### src/rtl/dff_err_scan.sv
// dff_err_scan: per-chain DFF mismatch counters against a delayed reference, with
// a snapshot frame shifted out serially on RPi save/data clock edges.
module dff_err_scan #(
  parameter int CHAN        = 20,
  parameter int CNT_W       = 12,
  parameter int LAT         = 2,
  parameter bit CLR_ON_SAVE = 1'b1
) (
  input  logic            CLK,
  input  logic            RST_B,
  input  logic            en,
  input  logic            clr,
  input  logic            data_ref,
  input  logic [CHAN-1:0] q_in,
  input  logic            save_req,
  input  logic            data_clk,
  output logic            data_out,
  output logic            busy,
  output logic            err_any
);
  localparam int FW = CHAN * CNT_W;
  localparam int BW = $clog2(FW + 1);
  localparam logic [1:0] IDLE  = 2'd0;
  localparam logic [1:0] LOAD  = 2'd1;
  localparam logic [1:0] SHIFT = 2'd2;

  logic [LAT:0]     dl_q;
  logic [CHAN-1:0]  q_r_q, flag_q, inc;
  logic [CNT_W-1:0] cnt_q [CHAN];
  logic [FW-1:0]    cnt_flat, shadow_q, shadow_d;
  logic [BW-1:0]    bits_q, bits_d;
  logic [1:0]       state_q, state_d;
  logic [2:0]       sv_s_q, dc_s_q;
  logic             err_any_q, sv_p, dc_p, load;

  // top stage of the line is the aligned reference (LAT delays plus one register)
  assign inc  = {CHAN{en}} & (q_r_q ^ {CHAN{dl_q[LAT]}});
  assign sv_p = sv_s_q[1] & ~sv_s_q[2];
  assign dc_p = dc_s_q[1] & ~dc_s_q[2];
  assign load = state_q == LOAD;

  always_comb begin
    cnt_flat = '0;
    for (int i = 0; i < CHAN; i++) cnt_flat[i*CNT_W +: CNT_W] = cnt_q[i];
  end

  always_comb begin
    state_d  = state_q;
    shadow_d = shadow_q;
    bits_d   = bits_q;
    if (state_q == IDLE && sv_p) state_d = LOAD;
    if (load) begin
      shadow_d = cnt_flat;
      bits_d   = '0;
      state_d  = SHIFT;
    end
    if (state_q == SHIFT && dc_p) begin
      shadow_d = shadow_q << 1;
      bits_d   = bits_q + BW'(1);
      state_d  = (bits_q == BW'(FW - 1)) ? IDLE : SHIFT;
    end
  end

  always_ff @(posedge CLK or negedge RST_B) begin
    if (!RST_B) begin
      dl_q      <= '0;
      q_r_q     <= '0;
      flag_q    <= '0;
      err_any_q <= 1'b0;
      sv_s_q    <= '0;
      dc_s_q    <= '0;
      state_q   <= IDLE;
      shadow_q  <= '0;
      bits_q    <= '0;
      for (int i = 0; i < CHAN; i++) cnt_q[i] <= '0;
    end else begin
      dl_q      <= (dl_q << 1) | (LAT+1)'(data_ref);
      q_r_q     <= q_in;
      flag_q    <= clr ? '0 : (flag_q | inc);
      err_any_q <= |flag_q;
      sv_s_q    <= {sv_s_q[1:0], save_req};
      dc_s_q    <= {dc_s_q[1:0], data_clk};
      state_q   <= state_d;
      shadow_q  <= shadow_d;
      bits_q    <= bits_d;
      // a mismatch on the snapshot edge restarts the count at 1 so it is not lost
      for (int i = 0; i < CHAN; i++)
        if (clr) cnt_q[i] <= '0;
        else if (load && CLR_ON_SAVE) cnt_q[i] <= CNT_W'(inc[i]);
        else if (inc[i] && cnt_q[i] != '1) cnt_q[i] <= cnt_q[i] + CNT_W'(1);
    end
  end

  assign busy     = state_q == SHIFT;
  assign data_out = busy & shadow_q[FW-1];
  assign err_any  = err_any_q;
endmodule

### config.mk
export PLATFORM = sky130hd
export DESIGN_NAME = dff_err_scan
export DESIGN_NICKNAME = d
export VERILOG_FILES = /design/src/rtl/dff_err_scan.sv
export SDC_FILE = /design/constraint.sdc
export NUM_CORES = 1
export LEC_CHECK = 0
export BUFFER_PORTS_ARGS = -buffer_cell sky130_fd_sc_hd__buf_2
export CORE_ASPECT_RATIO = 1.75
export CORE_MARGIN = 2
export CORE_UTILIZATION = 30
export CTS_CLUSTER_DIAMETER = 30
export CTS_CLUSTER_SIZE = 25
export DETAILED_ROUTE_END_ITERATION = 8
export PLACE_DENSITY = 0.48
export RECOVER_POWER = 25
export SYNTH_ARGS = -nofsm -noshare
export SYNTH_HDL_FRONTEND = slang
export SYNTH_SLANG_ARGS = --single-unit
### constraint.sdc
create_clock -name CLK -period 2.25 [get_ports CLK]
set_input_delay 0.45 -clock CLK [delete_from_list [all_inputs] [get_ports CLK]]
set_output_delay 0.45 -clock CLK [all_outputs]
set_load 0.02 [all_outputs]
==> summary.txt, run 1 <==
Status
  • Status: complete, no violations

Power
  • Internal: 22640 µW
  • Register share of total power: 37.1%
  • Pwr Density: 952.6 nW/µm²
  • Power Total: 30470 µW
  • Clock group share of total power: 54.6%
  • Max VDD drop: 0.6194 mV
  • Comb power frac: 8.3%
  • Static leakage: 0.01391 µW
  • Switching power total: 7823 µW
  • Switching Share: 25.68%

Synthesis
  • Syn_nets: 2731
  • Post-synth top area share: 52.73%
  • EDFF count, synth: 0
  • Sequential cell area fraction in the yosys report: 52.73%
  • Yosys warning total: 0
  • Synth Flop Type: dfrtp_1
  • Most area-hungry cell type in the Yosys netlist: dfrtp_1
  • Post-synthesis cell count: 2683
  • Synth async-reset ratio: 100.0%
  • Synth Area per Inst: 9.552 µm²
  • Yosys reg bits: 540
  • Most common cell in the netlist: nand2_1
  • Most instantiated cells after synthesis: 591 x nand2_1, 540 x dfrtp_1, 221 x a22oi_1
  • Synth unique cells: 64
  • Synthesized area: 25630 µm²
  • Area contributors post-synth: dfrtp_1 53%, nand2_1 8.7%, a22oi_1 6.5%

Clock tree
  • CTS sink count: 540
  • TritonCTS Buffers: 107
  • TritonCTS clock tree: yes
  • Clock Tree Root: clkbuf_16
  • Clk_lat worst skew: 0.67 ns
  • Clk slew on worst S/H paths: 0.05 ns
  • CTS H-tree lvls: 3
  • Clk buf depth: 3

Critical path
  • CP Class: flip-flop to output port
  • WP data required: 1.80 ns
  • Worst EP arrival: 1.71 ns
  • Worst setup SP type: flip-flop
  • Crit end category: output port
  • Max FO, Critical Path: 5
  • Reg-to-reg slack, setup: 0.14 ns

Die
  • Die height: 390.7 µm
  • Placeable Area: 84500 µm²
  • I/O pin total: 30
  • Initial Util: 30.33%
  • Cell row count: 141
  • Die ar.: 87870 µm²
  • Die W: 224.9 µm

Layout
  • Layout Area Growth over Synthesis: 24.79%
  • Final Core Density: 37.85%
  • Nets: 2867
  • Fillers: 8274
  • Antenna cells: 0
  • Layout cells sized above 1: 13.11%
  • Fin cells: 3978

STA
  • Slew margin rel.: 18.39%
  • Skew final: 0.02460 ns
  • Hold Slack: 0.2997 ns
  • Slew Limit Fails: 0
  • Worst Tran Pin Value: 1.224 ns
  • RSZ-0062 raised after global routing: no
  • Setup_tns: 0 ns
  • Final worst-path cycle share: 96.09%
  • Setup violators final: 0
  • Fmax: 0.4625 GHz
  • Hold violation count in the final report: 0
  • Min Tclk post-route: 2.162 ns

Route
  • Wirelength per Cell: 18.22 µm
  • DRT Wirelength: 72.50 mm
  • DRC viols: 0
  • DR iter-0 viols: 1219
  • Antenna Nets Post-Route: 0
  • Drt via density: 5.460
  • Via Count: 21719
  • Pre-Repair DR Iteration Count: 7

Placed design
  • GPL Wtd Cong: 0.7965
  • Hpwl dp: 46.52 mm
  • IO buf count: 29
  • Placed cells: 3758

Flow run
  • Max cap viols: 0

Hold path
  • Worst Hold Class: primary input to async pin

GRT
  • Largest net degree at the start of global routing: 77
  • GR Overflow Total: 0
  • Vias in the first global route: 22957
  • Total GRT Usage: 16.83%
  • Antenna violations before repair: 0
  • First-pass GRT wire length: 120.2 mm
==> timing repair <==
item	CTS	global route
hold buffers	24	0
endpoints found under the setup margin	10	17
setup buffers	0	0
resized for setup	5	7
cloned	0	0
hold endpoints to repair	55	0
==> power by group through the flow <==
stage / Combinational [µW] / Clock [µW] / Sequential (µW)
after floorplan: 1480 / 0 / 11200
after global placement: 2480 / 0 / 11400
after detailed placement: 2550 / 0 / 11400
after CTS: 2600 / 17100 / 11300
after global routing: 2870 / 17500 / 11400
final: 2520 / 16600 / 11300
==> per-stage QoR <==
| step | setup WS, ns | area, µm² |
|---|---|---|
| after detailed placement | -0.02666 | 28010 |
| final | 0.08797 | 31980 |
| after CTS | 0.02121 | 32050 |
| after floorplan | 0.2083 | 25630 |
| after global placement | 0.003316 | 28010 |
| after global routing | 0.0004432 | 31980 |
==> path summary, 6_finish.rpt <==
check	start	endpoint	depth (start not counted)
max	state_q[0]$_DFFE_PN0P_	data_out	4
min reg2reg	sv_s_q[0]$_DFF_PN0_	sv_s_q[1]$_DFF_PN0_	0
max in group asynchronous	RST_B	shadow_q[143]$_DFFE_PN0N_	4
min in group CLK	sv_s_q[0]$_DFF_PN0_	sv_s_q[1]$_DFF_PN0_	0
min	RST_B	shadow_q[10]$_DFFE_PN0N_	2
max reg2reg	dl_q[2]$_DFF_PN0_	cnt_flat[166]$_DFFE_PN0P_	5
==> routing by layer <==
| layer | global-route usage [%] | vias to the layer above | part of all wire (%) |
|---|---|---|---|
| met4 | 7.068 | 0 | 3.0 |
| met1 | 18.80 | 10949 | 40 |
| li1 | - | 10249 | - |
| met2 | 31.37 | 382 | 54 |
| met5 | 0 | - | 0 |
| met3 | 2.593 | 139 | 3.2 |
==> final cells by class <==
type	instances	area (µm²)	share of cell area, %
repair buffers	187	1744	5.454
clock inverters	66	883.3	2.762
flip-flops and latches	540	13520	42.26
well taps	1072	1341	4.194
clock buffers	130	2897	9.057
inverters	35	131.4	0.4108
multi-input cells	1948	11470	35.86
==> cells in the final DEF, fill, tap and decap left out, types with 11 or more instances in the layout <==
cell type	instances
a21oi_1	153
a221o_1	18
a22oi_1	221
a31oi_1	13
and2_1	14
and3_1	17
and4_1	22
buf_12	31
buf_2	22
buf_4	89
bufinv_16	16
clkbuf_1	25
clkbuf_16	109
clkinv_2	11
clkinv_4	16
dfrtp_1	538
dlygate4sd3_1	24
ha_1	21
inv_1	35
inv_6	14
mux2_2	14
mux2i_1	34
nand2_1	586
nand3_1	101
nand4_1	62
nor2_1	96
nor3_1	48
nor4_1	27
o21ai_0	70
o31ai_1	90
o41ai_1	15
or3_1	72
or4_1	85
xor2_1	14
==> sequential cells by signal, summed over array words and instances (netlist names) <==
name and flops:
bits_q 8, cnt_flat 240, dc_s_q 3, dl_q 3, err_any 1, flag_q 20, q_r_q 20, shadow_q 240
state_q 2, sv_s_q 3
==> kinds of logic after synthesis <==
family                   count (synthesis)  share of synthesized area, %
XOR/XNOR                                22                        0.9569
AND/OR/NAND/NOR                       1192                         22.61
adder cells (fa/ha/maj)                 21                         1.025
buffers and inverters                  195                         2.924
AO/OA/AOI/OAI                          665                         17.81
multiplexers                            48                         1.943
flip-flops                             540                         52.73
==> worst max-delay path, cell delays in order, from the launching register on <==
cell,delay (ns)
dfrtp_2,0.45
buf_4,0.17
nor2b_4,0.14
and2_1,0.13
buf_2,0.15
No activity file was read; power rests on OpenSTA's default activity.
==> run 2: changes to the inputs <==
ABC_AREA = 1   (was not set)
GPL_TIMING_DRIVEN = 0   (was not set)
==> run 2 against run 1 <==
  * Final cell count increased by 23%
  * Wire length increased by 22%
  * First-iteration DRC count increased by 19%
  * Combinational power decreased by 12%
  * Cell area increased by 2.5%
  * Die area increased by 5.3%
  * Synthesized area increased by 5.4%
  * Utilization decreased by 1.1 points
  * Clock skew about the same
  * Non-clock buffer count increased by 2
  * Critical path type unchanged
==> summary.txt, run 2 <==
Placed design
  • Hpwl dp: 61.95 mm
  • GPL Wtd Cong: 0.8437
  • IO buf count: 27

Critical path
  • CP Class: flip-flop to output port
  • CP bufs+invs: 3
  • Worst setup SP type: flip-flop
  • Slowest CP cell: dfrtp_1
  • Max FO, Critical Path: 4
  • Slowest stage delay, CP: 0.35 ns
  • Reg2reg end: cnt_flat[23]$_DFFE_PN0P_
  • Reg-to-reg slack, setup: 0.12 ns
  • Worst EP arrival: 1.69 ns
  • Crit end category: output port
  • R2R Path Start: state_q[1]$_DFFE_PN0P_
  • WP data required: 1.80 ns
  • Crit-path cells: inv_1, nor2_4, buf_12, and2_1, buf_2
  • Delay-heaviest family, CP: buffers and inverters
  • R2R depth: 6

Route
  • Via Count: 23661
  • DRT Wirelength: 88.53 mm
  • Pre-Repair DR Iteration Count: 5
  • DR iter-0 viols: 1448
  • Antenna Nets Post-Route: 0
  • DRC viols: 0
  • Drt via density: 4.841
  • Wirelength per Cell: 18.11 µm

Synthesis
  • Synth Area per Inst: 7.829 µm²
  • Synth Flop Type: dfrtp_1
  • Most instantiated cells after synthesis: 1097 x nand2_1, 540 x dfrtp_1, 357 x inv_1
  • Synthesized area: 27010 µm²
  • Post-synthesis cell count: 3450
  • Yosys reg bits: 540
  • Syn_nets: 3498
  • Area contributors post-synth: dfrtp_1 50%, nand2_1 15%, o211ai_1 6.1%
  • Most area-hungry cell type in the Yosys netlist: dfrtp_1
  • Synth unique cells: 38
  • Synth async-reset ratio: 100.0%
  • Post-synth top area share: 50.03%
  • EDFF count, synth: 0
  • Sequential cell area fraction in the yosys report: 50.03%
  • Most common cell in the netlist: nand2_1
  • Yosys warning total: 0

Power
  • Switching power total: 7597 µW
  • Pwr Density: 916.4 nW/µm²
  • Clock group share of total power: 56.1%
  • Internal: 22440 µW
  • Switching Share: 25.29%
  • Max VDD drop: 0.6040 mV
  • Static leakage: 0.01405 µW
  • Comb power frac: 7.4%
  • Register share of total power: 36.5%

STA
  • Setup violators final: 0
  • Hold Slack: 0.3024 ns
  • Hold violation count in the final report: 0
  • Final worst-path cycle share: 95.02%
  • Fmax: 0.4677 GHz
  • Worst Tran Pin Value: 1.394 ns
  • Slew margin rel.: 7.096%
  • Min Tclk post-route: 2.138 ns
  • Slew Limit Fails: 0
  • Skew final: 0.02503 ns
  • RSZ-0062 raised after global routing: no

Status
  • Status: complete, no violations

GRT
  • Antenna violations before repair: 2
  • GR Overflow Total: 0
  • Vias in the first global route: 24190
  • Total GRT Usage: 19.43%
  • First-pass GRT wire length: 139.5 mm
  • Largest net degree at the start of global routing: 112

Die
  • I/O pin total: 30
  • Die W: 230.8 µm
  • Die ar.: 92540 µm²
  • Initial Util: 30.26%
  • Die height: 400.9 µm
  • Placeable Area: 89260 µm²
  • Cell row count: 145

Hold path
  • Hold Crit Start: en
  • Worst Hold Class: primary input to flip-flop
  • Hold Crit Depth: 5
  • Hold Crit Endpoint: flag_q[16]$_DFF_PN0_

Layout
  • Layout Area Growth over Synthesis: 21.37%
  • Fillers: 9335
  • Final Core Density: 36.73%
  • Nets: 3665
  • Antenna cells: 0
  • Commonest non-fill, non-tap cells in the layout: 1097 x nand2_1, 540 x dfrtp_1, 362 x nor2_1
  • Layout cells sized above 1: 10.61%
  • Commonest non-fill, non-tap cell in the layout: nand2_1

Clock tree
  • Clk_lat worst skew: 0.68 ns
  • Clk buf depth: 3
  • CTS H-tree lvls: 3
  • CTS sink count: 540
  • TritonCTS clock tree: yes
  • Clock Tree Root: clkbuf_16
  • TritonCTS Buffers: 108
  • Clk slew on worst S/H paths: 0.05 ns

Flow run
  • Max cap viols: 0
## run 2: cell types whose count changed after synthesis, moves of 96 or more
| cell | previous run | this run |
|---|---|---|
| nand3_1 | 101 | 197 |
| nor2_1 | 98 | 350 |
| nand2_1 | 591 | 1097 |
| a22oi_1 | 221 | 7 |
| inv_1 | 35 | 357 |
| clkbuf_1 | 148 | 49 |
| o211ai_1 | 10 | 220 |
## run 2: how the worst max path moves through the flow
stage	startpoint	end	slack [ns]	cells after the start
floorplan	cnt_flat[192]$_DFFE_PN0P_	cnt_flat[199]$_DFFE_PN0P_	0.69	11
global placement	RST_B	shadow_q[160]$_DFFE_PN0N_	-11.42	1
detailed placement	clr	cnt_flat[80]$_DFFE_PN0P_	-0.44	6
CTS	state_q[0]$_DFFE_PN0P_	cnt_flat[93]$_DFFE_PN0P_	0.02	7
global route	state_q[1]$_DFFE_PN0P_	cnt_flat[19]$_DFFE_PN0P_	0.01	6
finish	state_q[1]$_DFFE_PN0P_	data_out	0.11	5
## run 2: worst reg2reg max path, cell delays in order (launching register included)
cell     delay [ns]
dfrtp_1        0.35
inv_1          0.17
nand2_4        0.17
nand2_4        0.23
buf_2          0.39
buf_2          0.56
nor2_1         0.13
## run 2: final cells by class
type | count | area (µm²) | share of cell area, %
Clock buffer | 139 | 3042 | 9.279
Timing Repair Buffer | 57 | 504.2 | 1.538
Clock inverter | 66 | 798.3 | 2.435
Inverter | 382 | 1436 | 4.382
Tap cell | 1176 | 1471 | 4.489
Buffer | 132 | 725.7 | 2.214
Sequential cell | 540 | 13510 | 41.22
Multi-Input combinational cell | 2396 | 11290 | 34.44
## run 2: timing repair
| item | in CTS | in global routing |
|---|---|---|
| gates resized for setup | 8 | 4 |
| hold buffers | 24 | 0 |
| buffers inserted | 1 | 0 |
| setup endpoints to repair | 136 | 12 |
| pin swaps | 1 | 0 |
| hold endpoints to repair | 99 | 0 |
## run 2: per-layer routing
layer | wire length (µm) | track usage, % | vias to the layer above
met5 | 13 | 0 | -
met4 | 2881 | 7.583 | 2
met3 | 3248 | 2.766 | 146
met2 | 47660 | 36.49 | 442
met1 | 34730 | 21.77 | 11421
li1 | - | - | 11650
## run 2: metrics by stage
step                power (µW)  instances  setup TNS, ns  worst slack, ns  instance area [µm²]
floorplan                12360       3450              0           0.6927                27010
global placement         13300       4653       -6127.50           -11.42                28620
detailed placement       13360       4658         -18.51          -0.4415                28770
CTS                      30460       4888              0          0.01560                32880
global route             31230       4888              0         0.009538                32780
finish                   30040       4888              0           0.1120                32780
## run 2: cell families after synthesis
group / after synthesis / synth area share [%]
compound gates: 566 / 13.08
fa+ha+maj: 21 / 0.9728
buf+inv: 514 / 7.949
flops: 540 / 50.03
simple gates: 1809 / 27.97
## run 2: power by group through the flow
| stage | sequential [µW] | combinational, µW | clock [µW] |
|---|---|---|---|
| final | 11000 | 2210 | 16900 |
| after global routing | 11100 | 2530 | 17600 |
| after CTS | 11000 | 2290 | 17200 |
| after floorplan | 11000 | 1400 | 0 |
| after global placement | 11100 | 2190 | 0 |
| after detailed placement | 11100 | 2260 | 0 |
==> run 3: changes to the inputs <==
BUFFER_PORTS_ARGS = -buffer_cell sky130_fd_sc_hd__clkbuf_2   (was -buffer_cell sky130_fd_sc_hd__buf_2)
CTS_CLUSTER_DIAMETER = 150   (was 30)
==> run 3 against run 2 <==
  * The flow now finishes with violations (negative hold slack)
  * Clock skew decreased by 0.0014 ns
  * Largest power group is now registers
  * Highest routed layer unchanged
  * Sequential power about the same
  * Worst setup slack got worse by 0.034 ns
  * Register-to-register slack got worse by 0.04 ns
  * Largest cell class unchanged
  * Die area unchanged
  * Critical path type is now flip-flop to flip-flop
==> summary.txt, run 3 (same netlist as run 2, synthesis figures left out) <==
Route
  • DR iter-0 viols: 1610
  • DRT Wirelength: 85.94 mm
  • DRC viols: 0
  • Met1 WL: 34.37 mm
  • Max Used Layer: met5
  • Drt via density: 4.894
  • Antenna Nets Post-Route: 0
  • Met3 wire len: 1.949 mm
  • Via Count: 23036
  • Wirelength per Cell: 18.26 µm
  • Pre-Repair DR Iteration Count: 5
  • Detailed route wirelength on metal2: 46.60 mm

Die
  • Die W: 230.8 µm
  • Die height: 400.9 µm
  • Initial Util: 30.26%
  • I/O pin total: 30
  • Placeable Area: 89260 µm²
  • Die ar.: 92540 µm²
  • Cell row count: 145

Power
  • Power Total: 18430 µW
  • Static leakage: 0.01248 µW
  • Internal: 13190 µW
  • Switching power total: 5246 µW
  • Clock group share of total power: 28.7%
  • Comb power frac: 12.1%
  • Pwr Density: 622.7 nW/µm²
  • Max VDD drop: 0.5228 mV
  • Switching Share: 28.46%
  • Register share of total power: 59.2%

Clock tree
  • Clk_lat worst skew: 0.62 ns
  • Post-CTS Hold Buffers: 23
  • CTS sink count: 540
  • Clk buf depth: 3
  • TritonCTS Buffers: 25
  • Setup Fix Bufs, Post-CTS: 0
  • Clock Tree Root: clkbuf_16
  • TritonCTS clock tree: yes
  • CTS H-tree lvls: 1
  • Clk slew on worst S/H paths: 0.10 ns

Critical path
  • Critical Path Start: state_q[0]$_DFFE_PN0P_
  • Reg-to-reg slack, setup: 0.08 ns
  • R2R depth: 7
  • Crit end category: flip-flop
  • CP Class: flip-flop to flip-flop
  • Max FO, Critical Path: 10
  • Worst setup path end: cnt_flat[33]$_DFFE_PN0P_
  • R2R Path Start: state_q[0]$_DFFE_PN0P_
  • Worst setup SP type: flip-flop
  • WP data required: 2.78 ns
  • Reg2reg end: cnt_flat[33]$_DFFE_PN0P_
  • Worst EP arrival: 2.70 ns

Layout
  • Layout cells sized above 1: 6.769%
  • Commonest non-fill, non-tap cell in the layout: nand2_1
  • Fin cells: 4707
  • Commonest non-fill, non-tap cells in the layout: 1096 x nand2_1, 540 x dfrtp_1, 357 x inv_1
  • Fillers: 9620
  • Antenna cells: 0
  • Final Instance Area: 29600 µm²
  • Layout Area Growth over Synthesis: 9.594%
  • Multi-input gate area: 11350 µm²
  • Nets: 3580
  • Sequential cell area: 13510 µm²
  • Final Core Density: 33.16%

STA
  • Min Tclk post-route: 2.172 ns
  • Skew final: 0.02360 ns
  • Final worst-path cycle share: 96.55%
  • Hold violation count in the final report: 72
  • Setup violators final: 0
  • Worst Tran Pin Value: 1.426 ns
  • RSZ-0062 raised after global routing: no
  • Slew margin rel.: 4.936%
  • Slew Limit Fails: 0
  • PnR worst setup slack: 0.07770 ns
  • Hold Slack: -0.1380 ns
  • Fmax: 0.4603 GHz

GRT
  • First-pass GRT wire length: 135.5 mm
  • Antenna violations before repair: 2
  • GR Overflow Total: 0
  • Total GRT Usage: 18.69%
  • Largest net degree at the start of global routing: 99
  • Vias in the first global route: 23397

Placed design
  • Placed cells: 4658
  • GPL Wtd Cong: 0.8436
  • Cell Area, Placed: 28770 µm²
  • IO buf count: 27
  • Hpwl dp: 61.95 mm
  • Dpl ws: -0.4345 ns

Status
  • Violated checks: negative hold slack
  • Status: finished, violations left

Flow run
  • Max cap viols: 0

Hold path
  • Worst Hold Class: primary input to async pin
-- run 3: area by class of cell --
class | count | area share, %
Sequential cell | 540 | 45.65
Multi-Input combinational cell | 2396 | 38.35
Clock inverter | 1 | 0.03804
Inverter | 382 | 4.852
Tap cell | 1176 | 4.971
Timing Repair Buffer | 55 | 1.568
Buffer | 132 | 2.456
Clock buffer | 25 | 2.113
-- run 3: how the worst min path moves through the flow --
stage	end	slack (ns)	cells past startpoint	start
floorplan	bits_q[0]$_DFFE_PN0N_	0.15	0	RST_B
global placement	dl_q[1]$_DFF_PN0_	0.33	0	dl_q[0]$_DFF_PN0_
detailed placement	dl_q[1]$_DFF_PN0_	0.34	0	dl_q[0]$_DFF_PN0_
CTS	shadow_q[21]$_DFFE_PN0N_	-0.12	1	RST_B
global route	shadow_q[25]$_DFFE_PN0N_	-0.10	1	RST_B
finish	shadow_q[21]$_DFFE_PN0N_	-0.14	1	RST_B
-- run 3: worst max-delay path: stages (launching register included) --
cell	delay, ns
dfrtp_1	0.47
nand2_4	0.22
nand2_4	0.18
inv_4	0.22
buf_4	0.32
buf_2	0.46
nand2_1	0.10
nor2_1	0.11
-- run 3: layer usage --
layer | up-vias | GRT usage (%)
met3 | 124 | 1.180
li1 | 11337 | -
met5 | - | 0
met2 | 309 | 35.89
met1 | 11264 | 21.49
met4 | 2 | 6.610
-- run 3: per-stage QoR --
stage / TNS, ns / hold slack, ns
after global placement: -6962.49 / 0.3337
final: 0 / -0.1380
after floorplan: 0 / 0.1544
after detailed placement: -45.03 / 0.3371
after CTS: 0 / -0.1160
after global routing: 0 / -0.1048
-- run 3: repair_timing --
item	CTS	global route
resized for setup	8	4
endpoints found under the setup margin	138	16
endpoints found under the hold margin	95	72
-- run 3: power by group through the flow --
| stage | combinational, µW | sequential, µW | clock (µW) |
|---|---|---|---|
| floorplan | 1400 | 11000 | 0 |
| global placement | 2190 | 11100 | 0 |
| detailed placement | 2260 | 11100 | 0 |
| CTS | 2300 | 10900 | 5510 |
| global route | 2540 | 11000 | 5810 |
| finish | 2230 | 10900 | 5290 |
